## src/rtl/muldiv_pkg.sv

```systemverilog
// Shared definitions for the iterative multiply/divide unit: operation
// encodings, controller states, counter sizing and the sign-fixup negate.
package muldiv_pkg;

   // Default operand / HI / LO width.
   localparam int WIDTH_DEFAULT = 32;

   // Working width of the conditional negate; covers 2*WIDTH for WIDTH <= 64.
   localparam int NEG_W = 128;

   typedef enum logic [1:0] {
      OP_MULT  = 2'b00,
      OP_MULTU = 2'b01,
      OP_DIV   = 2'b10,
      OP_DIVU  = 2'b11
   } op_e;

   typedef enum logic [1:0] {
      IDLE = 2'b00,
      CALC = 2'b01,
      FIX  = 2'b10
   } state_e;

   // Iteration counter width: counts 0 .. WIDTH-1.
   function automatic int cnt_width(input int w);
      cnt_width = $clog2(w);
   endfunction

   // Two's complement negate when en is set. Callers zero-extend into NEG_W
   // and truncate the result; the low bits of a negate do not depend on the
   // high bits, so truncation yields the correct narrower negate.
   function automatic logic [NEG_W-1:0] cond_neg(input logic [NEG_W-1:0] v,
                                                 input logic             en);
      if (en) begin
         cond_neg = ~v + NEG_W'(1);
      end else begin
         cond_neg = v;
      end
   endfunction

endpackage

```

## src/rtl/muldiv_unit.sv

```systemverilog
// Iterative radix-2 multiply / restoring divide on operand magnitudes.
// Owns the HI/LO registers; one operation per start, cancellable by flush.
module muldiv_unit
   import muldiv_pkg::*;
#(
   parameter int WIDTH = WIDTH_DEFAULT
) (
   input  logic             clk,
   input  logic             reset,
   input  logic             start,
   input  logic [1:0]       op,
   input  logic [WIDTH-1:0] opA,
   input  logic [WIDTH-1:0] opB,
   input  logic             flush,
   output logic             busy,
   output logic             done,
   output logic             div_by_zero,
   output logic [WIDTH-1:0] hi,
   output logic [WIDTH-1:0] lo
);

   localparam int CNT_W = cnt_width(WIDTH);
   localparam int W2    = 2 * WIDTH;

   state_e           state_q, state_d;
   logic [CNT_W-1:0] cnt_q, cnt_d;
   logic [W2-1:0]    acc_q, acc_d;       // {partial/remainder, multiplier/quotient}
   logic [WIDTH-1:0] b_q, b_d;           // multiplicand / divisor magnitude
   logic             is_div_q, is_div_d;
   logic             neg_lo_q, neg_lo_d; // negate product or quotient
   logic             neg_hi_q, neg_hi_d; // negate remainder
   logic             dbz_q, dbz_d;
   logic [WIDTH-1:0] hi_q, hi_d;
   logic [WIDTH-1:0] lo_q, lo_d;
   logic             done_q, done_d;
   logic             dbz_pls_q, dbz_pls_d;
   logic             busy_q, busy_d;

   op_e              op_s;
   logic             is_div_s, is_signed_s, sign_a_s, sign_b_s;
   logic [WIDTH-1:0] mag_a_s, mag_b_s;
   logic [WIDTH:0]   mul_sum_s, div_rem_s, div_diff_s;
   logic [W2-1:0]    mul_next_s, div_next_s, prod_fix_s;
   logic [WIDTH-1:0] quot_fix_s, rem_fix_s;

   // Operand decode and magnitudes taken at start.
   always_comb begin
      op_s        = op_e'(op);
      is_div_s    = (op_s == OP_DIV) || (op_s == OP_DIVU);
      is_signed_s = (op_s == OP_MULT) || (op_s == OP_DIV);
      sign_a_s    = is_signed_s & opA[WIDTH-1];
      sign_b_s    = is_signed_s & opB[WIDTH-1];
      mag_a_s     = WIDTH'(cond_neg(NEG_W'(opA), sign_a_s));
      mag_b_s     = WIDTH'(cond_neg(NEG_W'(opB), sign_b_s));
   end

   // One radix-2 step of each algorithm plus the final sign-corrected results.
   always_comb begin
      mul_sum_s  = {1'b0, acc_q[W2-1:WIDTH]} + {1'b0, b_q};
      if (acc_q[0]) begin
         mul_next_s = {mul_sum_s, acc_q[WIDTH-1:1]};
      end else begin
         mul_next_s = {1'b0, acc_q[W2-1:1]};
      end
      div_rem_s  = acc_q[W2-1:WIDTH-1];
      div_diff_s = div_rem_s - {1'b0, b_q};
      if (div_rem_s >= {1'b0, b_q}) begin
         div_next_s = {div_diff_s[WIDTH-1:0], acc_q[WIDTH-2:0], 1'b1};
      end else begin
         div_next_s = {div_rem_s[WIDTH-1:0], acc_q[WIDTH-2:0], 1'b0};
      end
      prod_fix_s = W2'(cond_neg(NEG_W'(acc_q), neg_lo_q));
      quot_fix_s = WIDTH'(cond_neg(NEG_W'(acc_q[WIDTH-1:0]), neg_lo_q));
      rem_fix_s  = WIDTH'(cond_neg(NEG_W'(acc_q[W2-1:WIDTH]), neg_hi_q));
   end

   // Controller next state and datapath register updates.
   always_comb begin
      state_d   = state_q;
      cnt_d     = cnt_q;
      acc_d     = acc_q;
      b_d       = b_q;
      is_div_d  = is_div_q;
      neg_lo_d  = neg_lo_q;
      neg_hi_d  = neg_hi_q;
      dbz_d     = dbz_q;
      hi_d      = hi_q;
      lo_d      = lo_q;
      done_d    = 1'b0;
      dbz_pls_d = 1'b0;
      if (flush) begin
         state_d = IDLE;
         cnt_d   = '0;
         dbz_d   = 1'b0;
      end else begin
         case (state_q)
            IDLE: begin
               if (start) begin
                  acc_d    = {{WIDTH{1'b0}}, mag_a_s};
                  b_d      = mag_b_s;
                  is_div_d = is_div_s;
                  neg_lo_d = sign_a_s ^ sign_b_s;
                  neg_hi_d = is_div_s & sign_a_s;
                  cnt_d    = '0;
                  if (is_div_s && (opB == {WIDTH{1'b0}})) begin
                     dbz_d   = 1'b1;
                     state_d = FIX;
                  end else begin
                     dbz_d   = 1'b0;
                     state_d = CALC;
                  end
               end else begin
                  state_d = IDLE;
               end
            end
            CALC: begin
               if (is_div_q) begin
                  acc_d = div_next_s;
               end else begin
                  acc_d = mul_next_s;
               end
               if (cnt_q == CNT_W'(WIDTH - 1)) begin
                  cnt_d   = '0;
                  state_d = FIX;
               end else begin
                  cnt_d   = cnt_q + CNT_W'(1);
               end
            end
            FIX: begin
               state_d   = IDLE;
               done_d    = 1'b1;
               dbz_pls_d = dbz_q;
               if (dbz_q) begin
                  hi_d = hi_q;
               end else if (is_div_q) begin
                  hi_d = rem_fix_s;
                  lo_d = quot_fix_s;
               end else begin
                  hi_d = prod_fix_s[W2-1:WIDTH];
                  lo_d = prod_fix_s[WIDTH-1:0];
               end
            end
            default: begin
               state_d = IDLE;
               cnt_d   = '0;
            end
         endcase
      end
      busy_d = (state_d != IDLE);
   end

   // State and datapath registers with asynchronous reset.
   always_ff @(posedge clk or posedge reset) begin
      if (reset) begin
         state_q   <= IDLE;
         cnt_q     <= '0;
         acc_q     <= '0;
         b_q       <= '0;
         is_div_q  <= 1'b0;
         neg_lo_q  <= 1'b0;
         neg_hi_q  <= 1'b0;
         dbz_q     <= 1'b0;
         hi_q      <= '0;
         lo_q      <= '0;
         done_q    <= 1'b0;
         dbz_pls_q <= 1'b0;
         busy_q    <= 1'b0;
      end else begin
         state_q   <= state_d;
         cnt_q     <= cnt_d;
         acc_q     <= acc_d;
         b_q       <= b_d;
         is_div_q  <= is_div_d;
         neg_lo_q  <= neg_lo_d;
         neg_hi_q  <= neg_hi_d;
         dbz_q     <= dbz_d;
         hi_q      <= hi_d;
         lo_q      <= lo_d;
         done_q    <= done_d;
         dbz_pls_q <= dbz_pls_d;
         busy_q    <= busy_d;
      end
   end

   assign busy        = busy_q;
   assign done        = done_q;
   assign div_by_zero = dbz_pls_q;
   assign hi          = hi_q;
   assign lo          = lo_q;

endmodule

```

## config.mk

```make
export PLATFORM = sky130hd
export DESIGN_NAME = muldiv_unit
export DESIGN_NICKNAME = d
export VERILOG_FILES = /design/src/rtl/muldiv_pkg.sv /design/src/rtl/muldiv_unit.sv
export SDC_FILE = /design/constraint.sdc
export NUM_CORES = 1
export LEC_CHECK = 0
export CORE_MARGIN = 4
export CORE_UTILIZATION = 35
export CTS_CLUSTER_SIZE = 12
export DETAILED_ROUTE_END_ITERATION = 8
export GPL_ROUTABILITY_DRIVEN = 0
export PLACE_DENSITY_LB_ADDON = 0.25
export SYNTH_ARGS = -nofsm -noshare
export SYNTH_HDL_FRONTEND = slang
export SYNTH_SLANG_ARGS = --single-unit
export TNS_END_PERCENT = 50
```

## constraint.sdc

```tcl
create_clock -name clk -period 13.97 [get_ports clk]
set_clock_uncertainty 0.2 [all_clocks]
set_input_delay 2.0955 -clock clk [delete_from_list [all_inputs] [get_ports clk]]
set_output_delay 2.0955 -clock clk [all_outputs]
set_load 0.01 [all_outputs]
```

# Yosys cells after proc, flatten, opt, wreduce, memory -nomap -nowiden

Index checks and enable logic that the tools add are counted.

Add/subtract/negate cells: 8
$lt $le $gt $ge: 1
Eq/ne operators: 8
Mux-type cells: 29
Bitwise operators: 11
Reduce and logical (&&, ||, !) cells: 15

Operators by type and width:

| kind                                          | number |
|---|---|
| 2-to-1 mux 64 bit                             | 5 |
| 2-to-1 mux 32 bit                             | 6 |
| adder 32 x 1 -> 32 bit, second input constant | 4 |
| NOT 32 bit                                    | 4 |
| case mux 64 bit (2 select lines)              | 1 |
| adder 64 x 1 -> 64 bit, second input constant | 1 |
| NOT 64 bit                                    | 1 |
| adder 32 x 32 -> 33 bit                       | 1 |
| greater-or-equal comparator 33 x 32 -> 1 bit  | 1 |
| zero test 32 bit                              | 1 |
| subtractor 32 bit                             | 1 |
| 2-to-1 mux 5 bit                              | 3 |
| case mux 5 bit (3 select lines)               | 1 |
| AND reduction 3 bit                           | 3 |
| 2-to-1 mux 1 bit                              | 8 |
| 2-to-1 mux 2 bit                              | 4 |
| nonzero test 2 bit                            | 4 |
| equality test 2 bit, second input constant    | 3 |
| adder 5 x 1 -> 5 bit, second input constant   | 1 |
| equality test 5 bit, second input constant    | 1 |
| zero test 2 bit                               | 2 |
| != test 2 bit, second input constant          | 2 |
| case mux 2 bit (2 select lines)               | 1 |
| AND reduction 2 bit                           | 2 |
| 7 further kinds                               | 11 |

Register bits after elaboration: 174
Bits of input ports: 70
Output and inout bits: 67
Word-level logic and storage cells: 85

# Depth between registers and ports, before layout

Depth in word-level cells: 8
Depth in mapped cells: 14
Gate-level depth less buffers: 13

# Least setup slack after synthesis

OpenSTA, ideal clock, no wires.

Path kind: input to register
Start: in opA[9]
End: reg acc_q[28]
Library setup time: 0.083 ns
Data arrival time: 4.352 ns
Data required time: 13.687 ns
Path slack: 9.335 ns
Stages: 9
Path buffers: 0
Path through: or4_1 or3_1 or4b_1 o21ai_1 o21ai_1 a21oi_1 xnor2_1 a21oi_1 o21ai_0

Longest elaborated chain between the ends: 5

Ends and longest elaborated chain:

| what                             | RTL line           | text |
|---|---|---|
| from (decl)                      | muldiv_unit.sv:12  | `input logic [WIDTH-1:0] opA,` |
| NOT 32 bit                       | muldiv_pkg.sv:35   | `cond_neg = ~v + NEG_W'(1);` |
| adder 32 x 1 -> 32 bit           | muldiv_pkg.sv:35   |  |
| 2-to-1 mux 32 bit                | muldiv_pkg.sv:34   | `if (en) begin` |
| 2-to-1 mux 64 bit                | muldiv_unit.sv:98  | `if (start) begin` |
| case mux 64 bit (2 select lines) | muldiv_unit.sv:96  | `case (state_q)` |
| to (signal assigned)             | muldiv_unit.sv:157 | `acc_q <= '0;` |
| to (signal assigned)             | muldiv_unit.sv:171 | `acc_q <= acc_d;` |
| to (decl)                        | muldiv_unit.sv:27  | `logic [W2-1:0] acc_q, acc_d;` |

No other way between the ends. The select of a mux whose other input is x is not followed.
A chain may end at the register's enable or synchronous reset.

# Worst setup path in the final report

Start: in opA[7]
End: reg acc_q[28]

Same word-level chain as after synthesis.

==> impl_metrics.ini <==
[route]
viasPerCell = 5.46
vias = 13000
wl_per_cell_um = 18.2
ant_nets = 0
drcViolationCount = 0
wirelength_um = 43400
drtPass1Iterations = 5
initialDrtViolationCount = 1068

[finish]
most-common-layout-cells = 267 x nand2_1, 223 x o21ai_0, 173 x dfrtp_1, 136 x clkdlybuf4s50_1, 132 x a21oi_1
instances_no_fill = 2386
syn2layout_area_growth_pct = 16.7
fill_cells = 4040
num-nets-final = 1989
multi_input_area_um2 = 9070
finalInstanceArea_um2 = 16400
final_layout_size_suffix_gt1_share_pct = 3.92
final_common_cell = nand2_1
ff_latch_area_um2 = 4360

[global_route]
grt_pass1_vias = 12200
grt_max_degree = 127
grt_overflow_total = 0
grtUsageTotal_pct = 19.3
grt_pass1_wl_um = 68200
antenna_found_initial = 1

[worst_setup_path]
cp.required_ps = 14130
cpPeakStageDelay_ps = 570
cp-end-kind = flip-flop
worst-path-buf-inv = 1
ff2ff_setup_slack_ps = 9370
path_class = input pin to flip-flop
cpLargestDelayFamily = simple AND/OR/NAND/NOR gates
crit_chain = clkdlybuf4s50_1 > or4_1 > or3_1 > or4b_1 > o21ai_1 > o21ai_1 > a21oi_1 > xnor2_1 > a21oi_1 > o21ai_0
worstPathArrival_ps = 5150
reg2reg_depth = 12
worst_r2r_endpoint = acc_q[57]
crit_slowest_cell = or4_1
r2r_start = acc_q[32]
start_kind = input pin
worst-path-max-fanout = 4

[synthesis]
yosysSeqAreaShare_pct = 31.0
syn_nets = 1922
synth-edff-count = 0
async_reset_ff_share_pct = 100
synthCells = 1780
ys.flop_type = dfrtp_1
synth_seq_cells = 174
syn_avg_cell_area_um2 = 7.89
syn-cell-area_um2 = 14000
synth_cell_types = 79
synth_warnings = 0

[timing]
slew_headroom_pct = 20.9
fmax_mhz = 200
finalSetupTns_ps = 0
worst_slew_pin_slew_ps = 1190
final_max_slew_viol_count = 0
fin_crit_ps = 4990
layout_setup_ws_ps = 8980
setup_viol = 0
rsz0062_at_grt = false
hold_violations = 0
finalCritPeriodShare_pct = 35.7

[floorplan]
rows = 73
start_util_pct = 35.4
die_x_um = 208
die_h_um = 208
pin_count = 137
dieArea_um2 = 43400
coreArea_um2 = 39700

[clocking]
cts_tree = yes
cts_setup_buffers = 0
h-tree-depth = 4
ctsHoldBuffers = 0
clkSlewWorstSetupHoldPaths_ps = 70
clkLatencyLatePin_ps = 450
cts_root_buf = clkbuf_16
clock_sinks = 174
clock_path_buffers = 2
cts-resized-gates = 0
tritoncts.num_buffers = 17

[run_status]
outcome = completed

[place]
io_buffers = 136
dpl-instance-area_um2 = 15800
pre_cts_slack_ps = 8520
hpwl_um = 33400
place_inst = 2353

[power_and_ir_drop]
p_leak_nw = 6.92
power_per_cell_area_nw_per_um2 = 179
finalPower_mw = 2.94
worst_ir_drop_vdd_mv = 0.0708

[job]
max-cap-violations = 0

[worst_hold_path]
worst_hold_startpoint = hi[16]
hold_depth = 2
hp-class = flip-flop to flip-flop
hold_path_end = hi[16]
## sequential cells by signal (all words and copies together), names as in the netlist
| name | flops |
|---|---|
| acc_q | 64 |
| neg_lo_q | 1 |
| cnt_q | 5 |
| state_q | 2 |
| neg_hi_q | 1 |
| is_div_q | 1 |
| b_q | 32 |
| busy | 1 |
| div_by_zero | 1 |
| lo | 32 |
| hi | 32 |
| dbz_q | 1 |
| done | 1 |
## cell type report
class	count	area share [%]
Antenna cell	1	0.0153
Clock buffer	18	2.62
Clock inverter	14	1.03
Inverter	69	1.61
Multi-Input combinational cell	1437	55.3
Sequential cell	174	26.6
Tap cell	525	4.01
Timing Repair Buffer	148	8.85
## cells in the mapped netlist (all sizes together), types with 13 or more instances
| cell | instances | area, µm² |
|---|---|---|
| a21o | 34 | 255 |
| a21oi | 133 | 669 |
| a22o | 13 | 114 |
| a31oi | 21 | 138 |
| and3 | 13 | 81.3 |
| buf | 15 | 73.8 |
| clkbuf | 85 | 319 |
| dfrtp | 174 | 4350 |
| ha | 70 | 876 |
| inv | 68 | 255 |
| mux2i | 46 | 460 |
| nand2 | 268 | 1010 |
| nand2b | 21 | 131 |
| nand3 | 30 | 150 |
| nor2 | 104 | 390 |
| nor2b | 19 | 119 |
| nor3 | 32 | 160 |
| nor4 | 18 | 143 |
| o211ai | 16 | 120 |
| o21ai | 239 | 1200 |
| o31ai | 27 | 213 |
| o41ai | 13 | 121 |
| or3 | 18 | 118 |
| or4 | 14 | 116 |
| xnor2 | 84 | 736 |
| xor2 | 85 | 744 |
## logic make-up (layout without fill, tap and decap cells)
| logic type | count (synthesis) | after routing | share of synthesized area, % |
|---|---|---|---|
| other | 0 | 1 | 0 |
| buffers and inverters | 169 | 249 | 4.64 |
| multiplexers | 49 | 49 | 3.52 |
| flip-flops | 174 | 174 | 31.0 |
| AO/OA/AOI/OAI | 580 | 580 | 25.1 |
| AND/OR/NAND/NOR | 567 | 567 | 18.7 |
| adder cells (fa/ha/maj) | 72 | 72 | 6.52 |
| XOR/XNOR | 169 | 169 | 10.5 |
## through the flow
stage / utilization [%] / hold WS [ps]
after floorplan: - / 237
after global placement: 39.8 / 261
after detailed placement: 39.8 / 270
after CTS: 41.3 / 286
after global routing: 41.3 / 300
final: 41.3 / 277
## where the power goes
group | switching (mW) | total (mW) | internal [mW]
sequential | 0.220 | 0.802 | 0.582
clock | 0.229 | 0.500 | 0.271
combinational | 0.973 | 1.64 | 0.667
total | 1.42 | 2.94 | 1.52
## how the worst max path moves through the flow
stage	from	endpoint	cells after the start
floorplan	reset	acc_q[0]	1
global placement	opA[7]	acc_q[28]	10
CTS	opA[7]	acc_q[30]	10
finish	opA[7]	acc_q[28]	10
global route	opA[7]	acc_q[30]	10
detailed placement	opA[7]	acc_q[30]	10
## worst register-to-register path, cell delays in order (launching register included)
cell	delay, ps
dfrtp_1	550
ha_1	280
inv_1	70
fa_1	410
nor2b_1	220
o31ai_1	150
a21oi_1	280
a221oi_1	190
o31ai_1	670
a31oi_1	380
o31ai_1	700
mux2i_1	260
o211ai_1	100
## routing by layer
| layer | track usage, % | vias up | part of all wire, % |
|---|---|---|---|
| met5 | 0 | - | 0 |
| met4 | 5.01 | 0 | 1.5 |
| met3 | 2.80 | 41 | 5.3 |
| met2 | 28.9 | 373 | 43 |
| met1 | 29.2 | 6116 | 50 |
| li1 | - | 6505 | - |
No activity file was read; power rests on OpenSTA's default activity.
